File: src/rtl/rr_arbiter_4req_pkg.sv
// Shared definitions for the four-requester round-robin / fixed-priority arbiter.
package rr_arbiter_4req_pkg;

  localparam int unsigned NUM_REQ          = 4;
  localparam int unsigned DEFAULT_MAX_HOLD = 8;

  typedef enum logic {
    IDLE  = 1'b0,
    GRANT = 1'b1
  } arb_state_e;

  // Bits strictly below ptr; zero when ptr == 0.
  function automatic logic [NUM_REQ-1:0] below_mask(input logic [1:0] ptr);
    return (4'b0001 << ptr) - 4'b0001;
  endfunction

  function automatic logic [NUM_REQ-1:0] to_onehot(input logic [1:0] idx);
    return 4'b0001 << idx;
  endfunction

endpackage

File: src/rtl/priority_encoder_4bit.sv
// 4-bit priority encoder: index of the highest set bit, valid when any bit is set.
module priority_encoder_4bit
  import rr_arbiter_4req_pkg::*;
(
  input  logic [NUM_REQ-1:0] vec,
  output logic [1:0]         idx,
  output logic               valid
);

  always_comb begin
    valid = |vec;
    idx   = 2'd0;
    if (vec[3]) begin
      idx = 2'd3;
    end else if (vec[2]) begin
      idx = 2'd2;
    end else if (vec[1]) begin
      idx = 2'd1;
    end else begin
      idx = 2'd0;
    end
  end

endmodule

File: src/rtl/rr_arbiter_4req.sv
// Four-requester arbiter with fixed or round-robin priority, grant hold and a
// hold-time limit that forces rotation when other requesters are waiting.
module rr_arbiter_4req
  import rr_arbiter_4req_pkg::*;
#(
  parameter int unsigned MAX_HOLD = DEFAULT_MAX_HOLD,
  parameter int unsigned CNT_W    = 4
) (
  input  logic               clk,
  input  logic               rst_n,
  input  logic [NUM_REQ-1:0] req,
  input  logic               rr_en,
  output logic [NUM_REQ-1:0] gnt,
  output logic [1:0]         gnt_id,
  output logic               gnt_valid,
  output logic [CNT_W-1:0]   hold_cnt
);

  localparam int unsigned HoldLastInt = (MAX_HOLD == 0) ? 0 : MAX_HOLD - 1;
  localparam logic [CNT_W-1:0] HoldLast = CNT_W'(HoldLastInt);

  if ((1 << CNT_W) <= MAX_HOLD) begin : g_bad_cnt_w
    $fatal(1, "CNT_W too narrow for MAX_HOLD");
  end

  arb_state_e          state;
  logic [1:0]          last;
  logic [NUM_REQ-1:0]  cand;
  logic                want_arb;
  logic                arb;
  logic                go_idle;
  logic                at_limit;
  logic                hold_sat;
  logic [1:0]          m_idx;
  logic                m_valid;
  logic [1:0]          u_idx;
  logic                u_valid;
  logic [1:0]          winner;

  priority_encoder_4bit u_enc_masked (
    .vec   (cand & below_mask(last)),
    .idx   (m_idx),
    .valid (m_valid)
  );

  priority_encoder_4bit u_enc_full (
    .vec   (cand),
    .idx   (u_idx),
    .valid (u_valid)
  );

  // Round-robin prefers requesters below the last winner, then wraps to the top.
  assign winner = (rr_en && m_valid) ? m_idx : u_idx;

  assign at_limit = (MAX_HOLD != 0) && (hold_cnt == HoldLast);
  // With no limit the counter just parks at its maximum instead of wrapping.
  assign hold_sat = (MAX_HOLD != 0) ? at_limit : (&hold_cnt);

  always_comb begin
    cand     = req;
    want_arb = 1'b0;
    if (state == IDLE) begin
      want_arb = 1'b1;
    end else if (!req[gnt_id]) begin
      want_arb = 1'b1;
    end else if (at_limit && |(req & ~gnt)) begin
      want_arb = 1'b1;
      cand     = req & ~gnt;
    end
  end

  assign arb     = want_arb && u_valid;
  assign go_idle = want_arb && !u_valid;

  always_ff @(posedge clk or negedge rst_n) begin
    if (!rst_n) begin
      state     <= IDLE;
      last      <= 2'd0;
      gnt       <= '0;
      gnt_id    <= 2'd0;
      gnt_valid <= 1'b0;
      hold_cnt  <= '0;
    end else if (arb) begin
      state     <= GRANT;
      last      <= winner;
      gnt       <= to_onehot(winner);
      gnt_id    <= winner;
      gnt_valid <= 1'b1;
      hold_cnt  <= '0;
    end else if (go_idle) begin
      state     <= IDLE;
      gnt       <= '0;
      gnt_id    <= 2'd0;
      gnt_valid <= 1'b0;
      hold_cnt  <= '0;
    end else if (state == GRANT && !hold_sat) begin
      hold_cnt <= hold_cnt + CNT_W'(1);
    end
  end

endmodule

File: config.mk
export PLATFORM = sky130hd
export DESIGN_NAME = rr_arbiter_4req
export DESIGN_NICKNAME = d
export VERILOG_FILES = /design/src/rtl/rr_arbiter_4req_pkg.sv /design/src/rtl/priority_encoder_4bit.sv /design/src/rtl/rr_arbiter_4req.sv
export SDC_FILE = /design/constraint.sdc
export NUM_CORES = 1
export LEC_CHECK = 0
export CELL_PAD_IN_SITES_DETAIL_PLACEMENT = 2
export CELL_PAD_IN_SITES_GLOBAL_PLACEMENT = 2
export CORE_ASPECT_RATIO = 2
export CORE_MARGIN = 8
export CORE_UTILIZATION = 29
export DETAILED_ROUTE_END_ITERATION = 8
export PLACE_DENSITY_LB_ADDON = 0.1
export SLEW_MARGIN = 20
export SYNTH_ARGS = -nofsm -noshare
export SYNTH_HDL_FRONTEND = slang
export SYNTH_SLANG_ARGS = --single-unit
File: constraint.sdc
create_clock -name clk -period 2.6 [get_ports clk]
set_input_delay 0.26 -clock clk [delete_from_list [all_inputs] [get_ports clk]]
set_output_delay 0.26 -clock clk [all_outputs]
set_load 0.02 [all_outputs]
## Yosys cells after proc, flatten, opt, wreduce, memory -nomap -nowiden

Cells that the tools add are included.

| storage, ports and cells | value |
|---|---|
| output and inout bits | 11 |
| bits in read-only memories | 0 |
| latch bits | 0 |
| flip-flop bits (word level) | 13 |
| logic and storage cells | 50 |
| memory bits (writable) | 0 |
| memories kept | 0 |
| input bits | 7 |

| operators by class | value |
|---|---|
| eq/ne operators | 1 |
| $add $sub $neg | 2 |
| multipliers | 0 |
| shifts and indexed selects | 2 |
| muxes and demuxes | 24 |
| divide/modulo/power cells | 0 |
| magnitude comparators | 1 |
| reductions and logical operators | 12 |
| bitwise operators | 3 |

Operator list:

| kind | number |
|---|---|
| 2-to-1 mux 4 bit | 8 |
| 2-to-1 mux 2 bit | 7 |
| OR reduction 4 bit | 3 |
| bitwise AND 4 bit | 2 |
| 2-to-1 mux 1 bit | 8 |
| left shift 1 x 2 -> 4 bit, first input constant | 2 |
| logical AND 1 bit | 5 |
| adder 4 x 1 -> 4 bit, second input constant | 1 |
| equality test 4 x 3 -> 1 bit, second input constant | 1 |
| inverter 4 bit | 1 |
| subtractor 4 x 1 -> 4 bit, second input constant | 1 |
| less-than comparator 2 x 3 -> 1 bit, second input constant | 1 |
| nonzero test 3 bit | 1 |
| binary-select mux 1 bit (select 2 bit) | 1 |
| logical NOT 1 bit | 2 |
| nonzero test 2 bit | 1 |

## Logic depth before layout (Yosys ltp)

| logic depth | value |
|---|---|
| depth after elaboration | 14 |
| depth in mapped cells | 9 |
| gate-level depth less buffers | 8 |

## Cells and area by module

A second synthesis with hierarchy kept.

| unflattened totals | value |
|---|---|
| cells, all modules | 80 |
| area, all modules | 827.0 sq um |

Modules (own cells, without submodules):

| module | cells each | times used | area each (sq um) |
|---|---|---|---|
| rr_arbiter_4req | 72 | 1 | 779.5 |
| priority_encoder_4bit | 4 | 2 | 23.8 |

## Least setup slack after synthesis

OpenSTA, ideal clock, no wires.

| path | value |
|---|---|
| kind | register to register |
| from | register hold_cnt[0] |
| to | register gnt[2] |
| clock period less this slack | 2363 ps |
| cell stages (with the launch flop) | 10 |
| setup slack | 237 ps |
| data arrival time | 2241 ps |
| path through | dfrtp_1 > ha_1 > and3b_1 > buf_2 > o311ai_0 > o21a_1 > a221oi_1 > nand2b_1 > o32ai_2 > a32o_1 |

| between the ends | value |
|---|---|
| cells in the longest elaborated chain, start to end | 12 |

RTL lines:

| item | RTL line | text |
|---|---|---|
| from (decl) | rr_arbiter_4req.sv:16 | `output logic [CNT_W-1:0] hold_cnt` |
| from (signal assigned) | rr_arbiter_4req.sv:97 | `hold_cnt <= hold_cnt + CNT_W'(1);` |
| equality test 4 x 3 -> 1 bit (*) | rr_arbiter_4req.sv:55 | `assign at_limit = (MAX_HOLD != 0) && (hold_cnt == HoldLast);` |
| logical AND 1 bit (*) | rr_arbiter_4req.sv:66 | `end else if (at_limit && \|(req & ~gnt)) begin` |
| 2-to-1 mux 4 bit | rr_arbiter_4req.sv:66 |  |
| 2-to-1 mux 4 bit | rr_arbiter_4req.sv:64 | `end else if (!req[gnt_id]) begin` |
| 2-to-1 mux 4 bit | rr_arbiter_4req.sv:62 | `if (state == IDLE) begin` |
| bitwise AND 4 bit | rr_arbiter_4req.sv:41 | `.vec (cand & below_mask(last)),` |
| 2-to-1 mux 1 bit | priority_encoder_4bit.sv:17 | `end else if (vec[1]) begin` |
| 2-to-1 mux 2 bit | priority_encoder_4bit.sv:15 | `end else if (vec[2]) begin` |
| 2-to-1 mux 2 bit | priority_encoder_4bit.sv:13 | `if (vec[3]) begin` |
| 2-to-1 mux 2 bit | rr_arbiter_4req.sv:53 | `assign winner = (rr_en && m_valid) ? m_idx : u_idx;` |
| left shift 1 x 2 -> 4 bit | rr_arbiter_4req_pkg.sv:18 | `return 4'b0001 << idx;` |
| 2-to-1 mux 4 bit | rr_arbiter_4req.sv:83 | `end else if (arb) begin` |
| to (signal assigned) | rr_arbiter_4req.sv:86 | `gnt <= to_onehot(winner);` |
| to (decl) | rr_arbiter_4req.sv:13 | `output logic [NUM_REQ-1:0] gnt,` |

Every way passes the cells marked *; elsewhere a longest branch is shown, timed or not.
A chain may end at the register's enable or synchronous reset.

## Final worst setup path

| path | value |
|---|---|
| from | input req[3] |
| to | register gnt[2] |

| between the ends | value |
|---|---|
| cells in the longest elaborated chain, start to end | 13 |

RTL lines:

| item | RTL line | text |
|---|---|---|
| from (decl) | rr_arbiter_4req.sv:11 | `input logic [NUM_REQ-1:0] req,` |
| bitwise AND 4 bit | rr_arbiter_4req.sv:66, rr_arbiter_4req.sv:68 |  |
| OR reduction 4 bit | rr_arbiter_4req.sv:66 |  |
| logical AND 1 bit | rr_arbiter_4req.sv:66 |  |
| 2-to-1 mux 4 bit | rr_arbiter_4req.sv:66 |  |
| 2-to-1 mux 4 bit | rr_arbiter_4req.sv:64 |  |
| 2-to-1 mux 4 bit | rr_arbiter_4req.sv:62 |  |
| bitwise AND 4 bit | rr_arbiter_4req.sv:41 |  |
| 2-to-1 mux 1 bit | priority_encoder_4bit.sv:17 |  |
| 2-to-1 mux 2 bit | priority_encoder_4bit.sv:15 |  |
| 2-to-1 mux 2 bit | priority_encoder_4bit.sv:13 |  |
| 2-to-1 mux 2 bit | rr_arbiter_4req.sv:53 |  |
| left shift 1 x 2 -> 4 bit | rr_arbiter_4req_pkg.sv:18 |  |
| 2-to-1 mux 4 bit | rr_arbiter_4req.sv:83 |  |

Parallel ways exist; a longest one is shown, timed or not. The select of a mux whose other input is x is not followed.

==> results.json <==
{
  "die_height_um": 91.5,
  "n_antenna_cell": 0,
  "root_buffer": "clkbuf_8",
  "syn_area_per_cell_sq_um": 9.28,
  "ctsHoldBuffers": 0,
  "post-place-ws_ns": -0.263,
  "synth-seq-cells": 13,
  "totalWireLength_mm": 3.17,
  "port_buffers": 17,
  "critPathLaunch": "req[3]",
  "clkTransAtPathRegs_ns": 0.06,
  "setup_viol": 0,
  "fin_crit_sh_pct": 93.4,
  "syn_nets": 97,
  "synthCells": 89,
  "worst_slack_ns": 0.173,
  "start_kind": "input port",
  "status": "finished, final reports clean",
  "grt_pass1_vias": 1036,
  "dr.pass1.iters": 3,
  "die_area_sq_um": 4910,
  "cts-htree-levels": 1,
  "via_per_inst": 5.71,
  "reg2reg_depth": 9,
  "initial_core_util_pct": 30.2,
  "grt.total_usage_pct": 14.1,
  "required_ns": 2.74,
  "tightest_slew_ns": 0.685,
  "grt_max_degree": 14,
  "peakVddDrop_mv": 0.442,
  "route.vias.total": 856,
  "yosysUniqueCellTypes": 39,
  "drtAntennaViolNets": 0,
  "clock_sinks": 13,
  "dp_cells": 146,
  "antenna_found_initial": 0,
  "cap_violations": 0,
  "grt-ovfl-total": 0,
  "grt_setup_unrepaired": "no",
  "hold_class": "input port to asynchronous set/reset pin",
  "syn_area_sq_um": 826,
  "p_leak_nw": 0.482,
  "finalClockSkew_ns": 0.00278,
  "endpoint_kind": "flop",
  "drcViolationCount": 0,
  "num_rows": 27,
  "clk_latency_ns": 0.25,
  "place_congestion": 0.835,
  "max_freq_mhz": 412,
  "grt_pass1_wl_mm": 5.09,
  "cts-buffers-inserted": 3,
  "synth_seq_area_share_pct": 39.4,
  "power.density_nw_per_um2": 1080,
  "cts_tree": "done",
  "final-hold-violation-count": 0,
  "maxSlewViolCount": 0,
  "cp.arrival_ns": 2.57,
  "ys_warn_count": 0,
  "drive_above_1_share_pct": 21.5,
  "ios": 18,
  "detailed_place_hpwl_mm": 2.68,
  "finalNonFillerCells": 150,
  "wl_per_cell_um": 21.1,
  "syn_to_final_growth_pct": 41.5,
  "criticalPathCategory": "input port to flop",
  "r2r_setup_slack_ns": 0.22,
  "slew_headroom_pct": 54.2,
  "die_w_um": 53.7,
  "rr_endpoint": "gnt[2]",
  "final_cell_mix": "clkdlybuf4s50_1 (17), buf_4 (14), dfrtp_1 (13)",
  "hold_ws_ns": 0.430,
  "clk_path_buf_depth": 2,
  "drtIter0Drc": 8,
  "layout_commonest_cell": "clkdlybuf4s50_1",
  "crit_fanout": 6,
  "core_sq_um": 2740,
  "reg2reg_from": "hold_cnt[0]",
  "fin_nets": 130,
  "min_period_ns": 2.43
}
power by group:
part | total [mW] | internal [mW] | switching, mW
clock | 0.188 | 0.109 | 0.0791
combinational | 0.689 | 0.319 | 0.370
sequential | 0.380 | 0.282 | 0.0984
cells by family after synthesis:
family / Yosys count / share of synthesized area [%]
and+or+nand+nor: 34 / 23.0
AOI/OAI and AO/OA: 33 / 29.2
DFF: 13 / 39.4
buffers and inverters: 5 / 3.33
muxes: 2 / 2.42
xor gates and xnor gates: 1 / 1.06
adders and majority gates: 1 / 1.51
worst max-delay path by stage:
stage / to / slack, ns / cells past startpoint
2_1_floorplan: gnt[2] / 0.24 / 9
3_3_place_gp: gnt[2] / -0.16 / 9
3_5_place_dp: gnt[2] / -0.26 / 9
4_1_cts: gnt[2] / 0.02 / 9
5_1_grt: gnt[2] / 0.05 / 9
6_report: gnt[2] / 0.17 / 9
worst max-delay path, stage by stage:
cell	delay (ns)
clkdlybuf4s50_1	0.48
and2b_2	0.25
o311ai_0	0.38
o21ai_0	0.26
a221oi_2	0.29
nand2b_1	0.17
o32ai_2	0.07
buf_4	0.16
a32o_1	0.25
Yosys cell counts:
cell      count  area share [%]
a21o_1        1            0.91
a21oi_1       6             3.6
a221oi_1      1             1.1
a311oi_2      1             1.8
a32o_1        2             2.4
and2_1        1            0.76
and2b_2       3             3.2
and3b_1       1             1.1
buf_2         1            0.61
buf_6         1             1.4
clkbuf_1      1            0.45
dfrtp_1      13              39
ha_1          1             1.5
inv_1         2            0.91
mux2i_1       2             2.4
nand2_1      11             5.0
nand2b_1      1            0.76
nand3_1       3             1.8
nand3b_1      1            0.91
nand4_1       1            0.76
nor2_1        6             2.7
nor2b_1       1            0.76
nor3_1        1            0.61
nor4_2        2             3.0
o211ai_1      2             1.8
o21a_1        1            0.91
o21ai_0       7             4.2
o21ai_1       2             1.2
o221ai_1      1             1.1
o22a_1        1             1.1
o22ai_1       1            0.76
o311a_1       1             1.2
o311ai_0      2             2.1
o31a_2        1             1.2
o31ai_1       2             1.8
o32ai_2       1             2.0
or2_0         1            0.76
or2b_1        1            0.91
xnor2_1       1             1.1
timing repair:
action                                  4_1_cts  5_1_grt
endpoints found under the setup margin        0        7
setup buffers                                 0        0
resized for setup                             0        2
stage by stage:
step	setup TNS, ns	util (%)	power, mW	instance area (sq um)
after detailed placement	-1.13	40.8	1.08	1120
after floorplan	0	-	0.751	826
final	0	42.7	1.26	1170
after CTS	0	42.5	1.27	1160
after global routing	0	42.7	1.35	1170
after global placement	-0.423	40.8	1.06	1120
flip-flops by register name, indices dropped and copies added, names as in the netlist:
name and flops:
gnt 4, gnt_id 2, hold_cnt 4, state 1
last 2
metal layers:
metal | track usage (%) | routed length (um)
met1 | 11.7 | 951
met2 | 26.4 | 1890
met3 | 2.78 | 136
met4 | 9.75 | 185
met5 | 0 | 0
final cells by class:
cell class                      instances  area, sq um
Inverter                                2         7.51
Clock buffer                            4         45.0
Tap cell                               29         36.3
Timing Repair Buffer                   31          275
Multi-Input combinational cell         71          479
Fill cell                             308         1570
Sequential cell                        13          325
(Power assumes the default switching activity.)
